[config.mk]
export PLATFORM = sky130hd
export DESIGN_NAME = seg_frame_rx
export DESIGN_NICKNAME = d
export VERILOG_FILES = /design/src/rtl/seg_pkg.sv /design/src/rtl/seg_to_hex.sv /design/src/rtl/seg_frame_rx.sv
export SDC_FILE = /design/constraint.sdc
export NUM_CORES = 1
export LEC_CHECK = 0
export ABC_AREA = 1
export CORE_AREA = 5 5 121 123
export CTS_CLUSTER_SIZE = 25
export DETAILED_ROUTE_END_ITERATION = 8
export DIE_AREA = 0 0 126 128
export GPL_TIMING_DRIVEN = 0
export HOLD_SLACK_MARGIN = 0.02
export PLACE_DENSITY_LB_ADDON = 0.25
export SYNTH_ARGS = -nofsm -noshare
export SYNTH_HDL_FRONTEND = slang
export SYNTH_SLANG_ARGS = --single-unit
export TNS_END_PERCENT = 100
[constraint.sdc]
create_clock -name clk -period 3.5 [get_ports clk]
set_input_delay 0.525 -clock clk [delete_from_list [all_inputs] [get_ports clk]]
set_output_delay 0.525 -clock clk [all_outputs]
set_load 0.01 [all_outputs]
[src/rtl/seg_pkg.sv]
// seg_pkg: shared constants, segment code table and FSM states for the 7-segment serial link.
package seg_pkg;
    localparam int FRAME_BITS_DEF = 33;
    localparam int FILLER_BIT = 32;
    localparam int HI_BASE = 16;
    localparam int LO_BASE = 0;
    // ABCDEFG codes with segment A in bit 0, indexed by hex value 0-F
    localparam logic [15:0][6:0] SEG_CODES = {
        7'h71, 7'h79, 7'h5E, 7'h39, 7'h7C, 7'h77, 7'h6F, 7'h7F,
        7'h07, 7'h7D, 7'h6D, 7'h66, 7'h4F, 7'h5B, 7'h06, 7'h3F
    };
    typedef enum logic [1:0] {IDLE, SHIFT, DECODE} state_t;
    // Gather digit k's segments as {g,f,e,d,c,b,a}; g,f,a,b ride in the high half, e,d,c in the low half
    function automatic logic [6:0] unpack_seg(input logic [FRAME_BITS_DEF-1:0] w, input int k);
        logic [3:0] hi, lo;
        hi = w[HI_BASE + 4*k +: 4];
        lo = w[LO_BASE + 4*(3-k) +: 4];
        return {hi[3], hi[2], lo[2], lo[1], lo[0], hi[0], hi[1]};
    endfunction
endpackage

[src/rtl/seg_to_hex.sv]
// seg_to_hex: maps a 7-bit ABCDEFG pattern to {valid, hex}; unknown patterns give 0.
module seg_to_hex
    import seg_pkg::*;
(
    input  logic [6:0] seg,
    output logic [4:0] code
);
    always_comb begin
        code = '0;
        for (int i = 0; i < 16; i++)
            if (seg == SEG_CODES[i]) code = {1'b1, 4'(i)};
    end
endmodule

[src/rtl/seg_frame_rx.sv]
// seg_frame_rx: deserialises a 33-bit 7-segment frame and recovers digits, temperature or out-of-range.
module seg_frame_rx
    import seg_pkg::*;
#(
    parameter int FRAME_BITS   = FRAME_BITS_DEF,
    parameter int IDLE_TIMEOUT = 4096,
    parameter int SYNC_STAGES  = 2
) (
    input  logic        clk,
    input  logic        rst_n,
    input  logic        seg_clk,
    input  logic        seg_ser,
    output logic [15:0] digits,
    output logic [3:0]  dp,
    output logic [3:0]  digit_valid,
    output logic [9:0]  temp,
    output logic        temp_valid,
    output logic        oor,
    output logic        frame_valid,
    output logic        frame_err
);
    localparam int TW = $clog2(IDLE_TIMEOUT);
    localparam int CW = $clog2(FRAME_BITS + 1);

    logic [SYNC_STAGES-1:0] clk_sync, ser_sync;
    logic clk_q, rise, bit_q;
    state_t state, state_n;
    logic [CW-1:0] cnt, cnt_n;
    logic [TW-1:0] tcnt, tcnt_n;
    logic [FRAME_BITS-1:0] word;
    logic load, err_n;

    always_ff @(posedge clk or negedge rst_n) begin
        if (!rst_n) begin
            clk_sync <= '0;
            ser_sync <= '0;
            clk_q    <= 1'b0;
            rise     <= 1'b0;
            bit_q    <= 1'b0;
            state    <= IDLE;
            cnt      <= '0;
            tcnt     <= '0;
            word     <= '0;
        end else begin
            clk_sync <= {clk_sync[SYNC_STAGES-2:0], seg_clk};
            ser_sync <= {ser_sync[SYNC_STAGES-2:0], seg_ser};
            clk_q    <= clk_sync[SYNC_STAGES-1];
            rise     <= clk_sync[SYNC_STAGES-1] & ~clk_q;
            bit_q    <= ~ser_sync[SYNC_STAGES-1];
            state    <= state_n;
            cnt      <= cnt_n;
            tcnt     <= tcnt_n;
            if (rise) word <= {bit_q, word[FRAME_BITS-1:1]};
        end
    end

    always_comb begin
        state_n = state;
        cnt_n   = cnt;
        tcnt_n  = '0;
        load    = 1'b0;
        err_n   = 1'b0;
        case (state)
            IDLE: begin
                state_n = rise ? SHIFT : IDLE;
                cnt_n   = rise ? CW'(1) : '0;
            end
            SHIFT: begin
                tcnt_n = rise ? '0 : tcnt + 1'b1;
                cnt_n  = cnt + CW'(rise);
                if (cnt_n == CW'(FRAME_BITS)) state_n = DECODE;
                else if (!rise && tcnt == TW'(IDLE_TIMEOUT - 1)) begin
                    err_n   = 1'b1;
                    state_n = IDLE;
                    cnt_n   = '0;
                end
            end
            DECODE: begin
                load    = ~word[FILLER_BIT];
                err_n   = word[FILLER_BIT];
                state_n = rise ? SHIFT : IDLE;
                cnt_n   = rise ? CW'(1) : '0;
            end
            default: state_n = IDLE;
        endcase
    end

    logic [19:0] codes;
    logic [15:0] dig_c;
    logic [3:0]  dv_c, dp_c;
    logic [10:0] sum;
    logic        tv_c, oor_c;

    for (genvar k = 0; k < 4; k++) begin : g_dec
        seg_to_hex u_dec (.seg(unpack_seg(word, k)), .code(codes[5*k +: 5]));
        assign dig_c[4*k +: 4] = codes[5*k +: 4];
        assign dv_c[k]         = codes[5*k + 4];
        assign dp_c[k]         = word[4*k + 3];
    end

    // d3*100 + d2*10 + d1 built from shifts only
    assign sum = (11'(dig_c[15:12]) << 6) + (11'(dig_c[15:12]) << 5) + (11'(dig_c[15:12]) << 2)
               + (11'(dig_c[11:8]) << 3) + (11'(dig_c[11:8]) << 1) + 11'(dig_c[7:4]);
    assign tv_c = dv_c == 4'hF && dig_c[3:0] == 4'hC && dp_c == 4'b0100 && dig_c[15:12] <= 4'hA
               && dig_c[11:8] <= 4'd9 && dig_c[7:4] <= 4'd9 && sum <= 11'd1023;
    assign oor_c = dig_c == 16'hDEAD && dv_c == 4'hF && dp_c == 4'b0000;

    always_ff @(posedge clk or negedge rst_n) begin
        if (!rst_n) begin
            digits      <= '0;
            dp          <= '0;
            digit_valid <= '0;
            temp        <= '0;
            temp_valid  <= 1'b0;
            oor         <= 1'b0;
            frame_valid <= 1'b0;
            frame_err   <= 1'b0;
        end else begin
            frame_valid <= load;
            frame_err   <= err_n;
            if (load) begin
                digits      <= dig_c;
                dp          <= dp_c;
                digit_valid <= dv_c;
                temp        <= tv_c ? sum[9:0] : '0;
                temp_valid  <= tv_c;
                oor         <= oor_c;
            end
        end
    end
endmodule

==> impl_metrics.toml, run 1 <==
[sta]
slew_headroom_pct = 57.6
tns_ps = -420
drv_slew = 0
fmax_mhz = 278
finalWorstSetupSlack_ps = -95.6
tightest_slew_ps = 633
finalHoldViolCount = 0
holdWs_ps = 127
rsz0062_at_grt = "yes"
fin_crit_sh_pct = 103
setup_viol = 11
min_period_ps = 3600
fin_skew_ps = 9.85

[power_and_ir_drop]
switching_share_pct = 26.0
comb_power_share_pct = 11.3
ir_worst_vdd_v = 0.000388
clkPwrFrac_pct = 41.4
p_leak_nw = 3.58
p_int_w = 0.00199
p_switching_w = 0.000698
power_w = 0.00269
p_seq_share_pct = 47.3
powerDensity_nw_per_um2 = 364

[yosys]
synth_top_area_cell = "dfrtp_1"
synth_edf_count = 0
syn_nets = 819
synth_ff_type = "dfrtp_1"
synth.distinct_cells = 36
synth-seq-cells = 98
synth_top_area_share_pct = 41.6
syn-cell-area_um2 = 5890
ys_warn_count = 0
synthArstFlopShare_pct = 100
avgSynthCellArea_um2 = 7.51
synth_area_leaders = "dfrtp_1, nand2_1, nor2_1"
synth_cells = 784
yosysSeqAreaShare_pct = 41.6

[place]
port_buffers = 41
place_inst = 1006
place_congestion = 0.893
place_hpwl_um = 10300
post-place-ws_ps = -424

[grt]
grt_use_total_pct = 18.3
gr-total-overflow = 0
grt_pass1_wl_um = 24100
grt_pass1_vias = 5127
grt_max_degree = 63
antenna_found_initial = 0

[cts]
clockBufferDepth = 2
clk_latency_ps = 360
root_buffer = "clkbuf_16"
clock_sinks = 98
cts_tree = "done"
htreeDepth = 3
numCtsBuffers = 9
clk_pin_slew_ps = 70

[drt]
first_iter_violations = 226
detail-route-antenna-nets = 0
wirelength_um = 14400
firstDrtPassIters = 4
wl_per_cell_um = 13.7
vias = 5190
viasPerCell = 4.95
drc_errors = 0

[setup_path]
crit_fanout = 4
cp-start-kind = "flip-flop"
cp-end-kind = "flip-flop"
crit_arrival_ps = 3840
criticalPathCategory = "flip-flop to flip-flop"
worstPathRequired_ps = 3740

[die]
die_y_um = 128
die_area_um2 = 16100
coreArea_um2 = 13600
initial_utilization_pct = 43.4
rows = 43
die_w_um = 126
ioPinCount = 42

[final_layout]
area_delta_synth_final_pct = 25.4
multi_input_area_um2 = 3240
nFillCells = 1298
finish.net_count = 900
final_cells = 1049
diodes = 0
drive_above_1_share_pct = 18.5
regArea_um2 = 2460

[run_status]
violations = "negative setup slack"
status = "finished, violations left"

[flow_run]
max_cap_violations = 0

[worst_hold_path]
hp-class = "input port to async pin"
-- cells by family after synthesis --
kind of cell,count (synthesis),share of synthesized area (%)
DFF,98,41.6
and+or+nand+nor,435,34.0
xor gates and xnor gates,9,1.34
AOI/OAI and AO/OA,84,7.65
buffers and inverters,127,8.18
adders and majority gates,31,7.22
-- per-layer routing --
layer,vias up,wire length [um],track usage (%),share of wire (%)
li1,2655,-,-,-
met5,-,0,0,0
met4,0,302,5.87,2.1
met3,25,607,4.71,4.2
met2,74,7040,31.3,49
met1,2436,6420,22.9,45
-- final cells by class --
type | count | area share [%]
Inverter | 110 | 5.63
Clock inverter | 5 | 1.41
Sequential cell | 98 | 33.3
Multi-Input combinational cell | 560 | 43.8
Tap cell | 180 | 3.05
Buffer | 17 | 0.966
Clock buffer | 10 | 3.10
Timing Repair Buffer | 69 | 8.69
-- synth_stat cells (all sizes together), types with 7 or more instances --
| master | count |
|---|---|
| dfrtp | 98 |
| nand4 | 23 |
| nand3 | 47 |
| nor2 | 129 |
| clkbuf | 13 |
| xor2 | 7 |
| o21ai | 60 |
| nand2 | 213 |
| a31oi | 7 |
| nor3b | 7 |
| nor3 | 10 |
| inv | 110 |
| a21oi | 10 |
| ha | 26 |
-- critical path: stages (launching register included) --
cell	delay [ps]
dfrtp_2	430
buf_6	130
nor2_2	70
nand2_1	70
nor2_1	210
nor2_2	80
nand3_2	80
a21oi_2	40
nand4_1	120
inv_2	60
fa_1	490
fa_1	500
inv_2	50
ha_4	160
fa_2	370
a31oi_4	170
buf_4	130
xor2_1	140
inv_1	50
nand4_1	80
nand2_1	50
-- repair_timing --
item | CTS | global route
setup buffers | 23 | 4
resized for setup | 38 | 38
endpoints found under the hold margin | 0 | 0
pin swaps | 23 | 25
endpoints found under the setup margin | 11 | 11
hold buffers | 0 | 0
cloned | 1 | 0
-- metrics by stage --
step	util [%]	cell area, um^2
detailed placement	48.4	6560
CTS	53.3	7220
floorplan	-	5900
global placement	48.2	6530
finish	54.4	7380
global route	54.4	7380
-- final timing paths --
| check | startpoint | to | slack [ps] | depth (start not counted) |
|---|---|---|---|---|
| worst max-delay path | word[25] | temp[7] | -100 | 20 |
| worst min-delay path | rst_n | cnt[3] | 130 | 1 |
| worst max register to register | word[25] | temp[7] | -100 | 20 |
| worst min register to register | clk_sync[0] | clk_sync[1] | 360 | 0 |
| max in group asynchronous | rst_n | temp[1] | 2700 | 2 |
| min in group clk | clk_sync[0] | clk_sync[1] | 360 | 0 |
-- registers in the layout, indices dropped and copies added, names as in the netlist --
signal	cells
bit_q	1
clk_q	1
clk_sync	2
cnt	6
digit_valid	4
digits	16
dp	4
frame_err	1
frame_valid	1
oor	1
rise	1
ser_sync	2
state	2
tcnt	12
temp	10
temp_valid	1
word	33
-- layout by cell type, fill, tap and decap left out, drive strengths merged, types with 10 or more instances in the layout --
cell,Yosys,routed
clkdlybuf4s50,0,40
clkbuf,13,23
dfrtp,98,98
buf,4,33
nor3,10,10
nand4,23,23
nand2,213,213
ha,26,26
nand3,47,47
nor2,129,130
a21oi,10,10
inv,110,110
o21ai,60,60
-- power by group through the flow --
stage	Sequential [W]	Combinational [W]	Clock [W]
finish	0.00127	0.000302	0.00111
global route	0.00128	0.000349	0.00119
CTS	0.00127	0.000302	0.00114
detailed placement	0.00129	0.000276	0
global placement	0.00129	0.000266	0
floorplan	0.00127	0.000194	0
Power figures use the tool's default switching activity.
==> inputs of run 2 (changes only) <==
--- a/config.mk
+++ b/config.mk
@@ -6,10 +6,11 @@
 export NUM_CORES = 1
 export LEC_CHECK = 0
 export ABC_AREA = 1
-export CORE_AREA = 5 5 121 123
+export CORE_AREA = 5 5 111 113
+export CTS_CLUSTER_DIAMETER = 150
 export CTS_CLUSTER_SIZE = 25
 export DETAILED_ROUTE_END_ITERATION = 8
-export DIE_AREA = 0 0 126 128
+export DIE_AREA = 0 0 116 118
 export GPL_TIMING_DRIVEN = 0
 export HOLD_SLACK_MARGIN = 0.02
 export PLACE_DENSITY_LB_ADDON = 0.25
==> run 2 against run 1 <==
The run still ends with negative setup slack left. Sequential cell count did not move. Non-clock buffer count decreased by 6. Critical endpoint is now temp[9]. Largest cell class unchanged. Via count grew 1.4%. Design area down 2.2%. Worst hold slack better by 3.5 ps. Wire length up 2.0%. Core utilization grew 9.9 points. Power decreased by 6.2%. Cell count down 4.0%.
==> impl_metrics.toml, run 2 (synthesized netlist as in run 1, its figures left out) <==
[die]
rows = 39
die_y_um = 118
die_area_um2 = 13700
initial_utilization_pct = 52.5
coreArea_um2 = 11200
die_w_um = 116
ioPinCount = 42

[setup_path]
ff2ff_path_depth = 20
cp_slowest_cell = "fa_2"
r2r-end = "temp[9]"
cp_cell_sequence = "buf_6, nor2_4, nand2_1, nor2_2, nor2_1, nand3_1, a21oi_2, nand4_1, inv_2, fa_1, fa_2, inv_2, ha_4, fa_2, a31oi_4, o21ai_2, a21oi_2, xnor2_1, nand4_1, nand2_1"
cp-start-kind = "flip-flop"
crit_arrival_ps = 3890
r2r-start = "word[25]"
slowest_delay_ps = 550
cp-end-kind = "flip-flop"
crit_fanout = 5
worstPathRequired_ps = 3800
criticalPathCategory = "flip-flop to flip-flop"
crit_path_start = "word[25]"
r2r_slack_ps = -90

[sta]
setup_viol = 11
finalHoldViolCount = 0
fin_crit_sh_pct = 103
tightest_slew_ps = 655
fin_skew_ps = 9.39
holdWs_ps = 130
rsz0062_at_grt = "yes"
min_period_ps = 3590
fmax_mhz = 278
drv_slew = 0
finalWorstSetupSlack_ps = -93.8
slew_headroom_pct = 56.3

[final_layout]
diodes = 0
finish.net_count = 894
largest_register = "word"
mostFrequentLayoutCell = "nand2_1"
area_delta_synth_final_pct = 22.6
largest_reg_flops = 33
drive_above_1_share_pct = 17.5
reg.largest.list = "word (33), digits (16), tcnt (12)"
final_cell_mix = "nand2_1, nor2_1, inv_1"
design_area_um2 = 7220

[place]
place_hpwl_um = 10600
dpl-instance-area_um2 = 6510
port_buffers = 41
place_congestion = 0.919

[power_and_ir_drop]
clkPwrFrac_pct = 37.2
ir_worst_vdd_v = 0.000275
switching_share_pct = 29.1
comb_power_share_pct = 12.3
powerDensity_nw_per_um2 = 349
p_int_w = 0.00179
p_switching_w = 0.000732
p_leak_nw = 3.51
p_seq_share_pct = 50.5

[flow_run]
max_cap_violations = 0

[cts]
clock_sinks = 98
cts_tree = "done"
numCtsBuffers = 9
root_buffer = "clkbuf_16"
cts_hold_buf = 0
clk_pin_slew_ps = 70
clk_latency_ps = 360
htreeDepth = 3
clockBufferDepth = 2

[drt]
wirelength_um = 14700
first_iter_violations = 397
viasPerCell = 5.23
firstDrtPassIters = 5
detail-route-antenna-nets = 0
drc_errors = 0
vias = 5262
wl_per_cell_um = 14.6

[grt]
grt_pass1_vias = 5219
antenna_found_initial = 0
grt_pass1_wl_um = 24900
grt_max_degree = 63
gr-total-overflow = 0
grt_use_total_pct = 22.6

[worst_hold_path]
hp-class = "input port to async pin"

[run_status]
violations = "negative setup slack"
status = "finished, violations left"
## run 2: cell type report
cell class                      instances  area [um^2]
Sequential cell                        98         2460
Multi-Input combinational cell        560         3220
Clock inverter                          7         52.6
Timing Repair Buffer                   63          597
Buffer                                 17         71.3
Clock buffer                            9          225
Inverter                              110          413
Fill cell                             964         4010
Tap cell                              143          179
## run 2: power by group through the flow
stage / combinational (W) / sequential [W] / clock, W
floorplan: 0.000194 / 0.00127 / 0
global placement: 0.000260 / 0.00128 / 0
detailed placement: 0.000273 / 0.00129 / 0
CTS: 0.000290 / 0.00127 / 0.000954
global route: 0.000358 / 0.00128 / 0.00101
finish: 0.000310 / 0.00127 / 0.000938
## run 2: worst max path at each step
| stage | end |
|---|---|
| after CTS | temp[9] |
| after global routing | temp[3] |
| after floorplan | temp[9] |
| final | temp[9] |
| after global placement | temp[2] |
| after detailed placement | temp[2] |
## run 2: per-stage QoR
stage	worst slack, ps	util, %	TNS, ps	total power, W	std cells
after floorplan	13.1	-	0	0.00147	784
after global placement	-1640	57.8	-164040	0.00154	968
after detailed placement	-426	58.0	-4540	0.00156	969
after CTS	-67.4	62.8	-86.4	0.00251	997
after global routing	-319	64.3	-2740	0.00265	1007
final	-93.8	64.3	-354	0.00252	1007
## run 2: per-layer routing
layer / share of wire, % / vias up / track usage (%)
li1: - / 2648 / -
met1: 45 / 2491 / 30.2
met2: 49 / 104 / 36.0
met3: 4.5 / 19 / 4.16
met4: 1.5 / 0 / 8.70
met5: 0 / - / 0
## run 2: repair_timing
action / CTS / global route
endpoints found under the hold margin: 0 / 0
gates resized for setup: 41 / 24
buffers inserted: 11 / 10
gates cloned: 1 / 0
pin swaps: 20 / 20
setup endpoints to repair: 11 / 11
## run 2: critical path: cells and delay by family (launching register included)
family / cells / cell delay, ps
compound gates: 4 / 430
xor+xnor: 1 / 120
fa+ha+maj: 4 / 1580
buf+inv: 3 / 240
flops: 1 / 450
simple gates: 8 / 720
==> inputs of run 3 (changes only) <==
--- a/config.mk
+++ b/config.mk
@@ -17,4 +17,4 @@
 export SYNTH_ARGS = -nofsm -noshare
 export SYNTH_HDL_FRONTEND = slang
 export SYNTH_SLANG_ARGS = --single-unit
-export TNS_END_PERCENT = 100
+export TNS_END_PERCENT = 20
==> run 3 against run 2 <==
Worst setup slack improved by 1.5 ps. Sequential share of layout area unchanged. Critical path depth unchanged. Cell count unchanged. Highest routed layer unchanged. Sequential cell count unchanged. Count of clock-buffer cells in the layout unchanged. Via count about the same. The flow still finishes with violations (negative setup slack).
==> impl_metrics.toml, run 3 (synthesized netlist as in run 1, its figures left out) <==
[cts]
clk_latency_ps = 360
htreeDepth = 3
root_buffer = "clkbuf_16"
numCtsBuffers = 9
cts_hold_buf = 0
clock_sinks = 98
clk_pin_slew_ps = 70
clockBufferDepth = 2
cts_tree = "done"

[die]
ioPinCount = 42
coreArea_um2 = 11200
die_y_um = 118
rows = 39
die_area_um2 = 13700
initial_utilization_pct = 52.5
die_w_um = 116

[sta]
rsz0062_at_grt = "yes"
drv_slew = 0
fmax_mhz = 278
holdWs_ps = 130
fin_crit_sh_pct = 103
slew_headroom_pct = 57.2
min_period_ps = 3590
fin_skew_ps = 10.1
finalWorstSetupSlack_ps = -92.3
tns_ps = -315
tightest_slew_ps = 642
finalHoldViolCount = 0
setup_viol = 8

[drt]
drc_errors = 0
firstDrtPassIters = 5
wirelength_um = 14600
first_iter_violations = 383
detail-route-antenna-nets = 0
wl_per_cell_um = 14.5
viasPerCell = 5.22
vias = 5257

[final_layout]
nFillCells = 964
mostFrequentLayoutCell = "nand2_1"
largest_reg_flops = 33
drive_above_1_share_pct = 17.5
finish.net_count = 894
regArea_um2 = 2460
largest_register = "word"
final_cell_mix = "nand2_1, nor2_1, inv_1"
multi_input_area_um2 = 3220
reg.largest.list = "word (33), digits (16), tcnt (12)"
diodes = 0
area_delta_synth_final_pct = 22.6

[place]
post-place-ws_ps = -426
place_hpwl_um = 10600
port_buffers = 41
place_congestion = 0.919

[setup_path]
r2r-end = "temp[9]"
crit_fanout = 5
r2r-start = "word[25]"
criticalPathCategory = "flip-flop to flip-flop"
cp-end-kind = "flip-flop"
ff2ff_path_depth = 20
cp-start-kind = "flip-flop"
worstPathRequired_ps = 3790
r2r_slack_ps = -90
crit_arrival_ps = 3890

[grt]
gr-total-overflow = 0
grt_use_total_pct = 22.6
grt_pass1_vias = 5219
grt_max_degree = 63
grt_pass1_wl_um = 24900
antenna_found_initial = 0

[power_and_ir_drop]
powerDensity_nw_per_um2 = 349
ir_worst_vdd_v = 0.000275
p_leak_nw = 3.51

[run_status]
violations = "negative setup slack"
status = "finished, violations left"

[worst_hold_path]
hp-class = "input port to async pin"

[flow_run]
max_cap_violations = 0
run 3: cell counts in the layout (fill, tap and decap cells not counted):
Identical to the previous run, type by type.
run 3: worst max path at each step:
stage	from	endpoint	depth (start not counted)
after floorplan	word[24]	temp[9]	20
after global placement	rst_n	temp[2]	1
after detailed placement	word[2]	temp[2]	24
after CTS	word[4]	temp[9]	20
after global routing	word[29]	temp[3]	26
final	word[25]	temp[9]	20
run 3: layer usage:
metal  global-route usage, %  up-vias  part of all wire, %
met1                    30.2     2477                   45
li1                        -     2643                    -
met3                    4.16       17                  5.0
met2                    36.0      120                   48
met5                       0        -                    0
met4                    8.70        0                  1.6
run 3: critical path, cell delays in order, from the launching register on:
cell     delay (ps)
dfrtp_2         450
buf_6           130
nor2_4           80
nand2_1          70
nor2_2          130
nor2_1           60
nand3_1          80
a21oi_2          40
nand4_1         130
inv_2            60
fa_1            490
fa_2            550
inv_2            40
ha_4            160
fa_2            380
a31oi_4         170
o21ai_2          80
a21oi_2         140
xnor2_1         120
nand4_1          90
nand2_1          80
run 3: through the flow:
stage / instances / instance area (um^2) / power [W] / utilization, %
final: 1007 / 7220 / 0.00252 / 64.3
after detailed placement: 969 / 6510 / 0.00156 / 58.0
after CTS: 997 / 7050 / 0.00251 / 62.8
after global placement: 968 / 6480 / 0.00154 / 57.8
after floorplan: 784 / 5900 / 0.00147 / -
after global routing: 1007 / 7220 / 0.00265 / 64.3
run 3: layout make-up:
| class | count | area share (%) |
|---|---|---|
| Clock inverter | 7 | 0.728 |
| Tap cell | 143 | 2.48 |
| Clock buffer | 9 | 3.12 |
| Buffer | 17 | 0.988 |
| Multi-Input combinational cell | 560 | 44.6 |
| Inverter | 110 | 5.72 |
| Timing Repair Buffer | 63 | 8.27 |
| Sequential cell | 98 | 34.1 |
run 3: repair_timing:
action,CTS,global route
buffers inserted,11,10
cloned,1,0
gates resized for setup,41,24
setup endpoints to repair,11,11
pin swaps,20,21
hold endpoints to repair,0,0
run 3: power by group:
| part | switching, W | leakage (nW) | internal [W] |
|---|---|---|---|
| sequential | 0.0000775 | 1.33 | 0.00119 |
| combinational | 0.000202 | 2.06 | 0.000108 |
| clock | 0.000451 | 0.124 | 0.000485 |
| total | 0.000731 | 3.51 | 0.00179 |
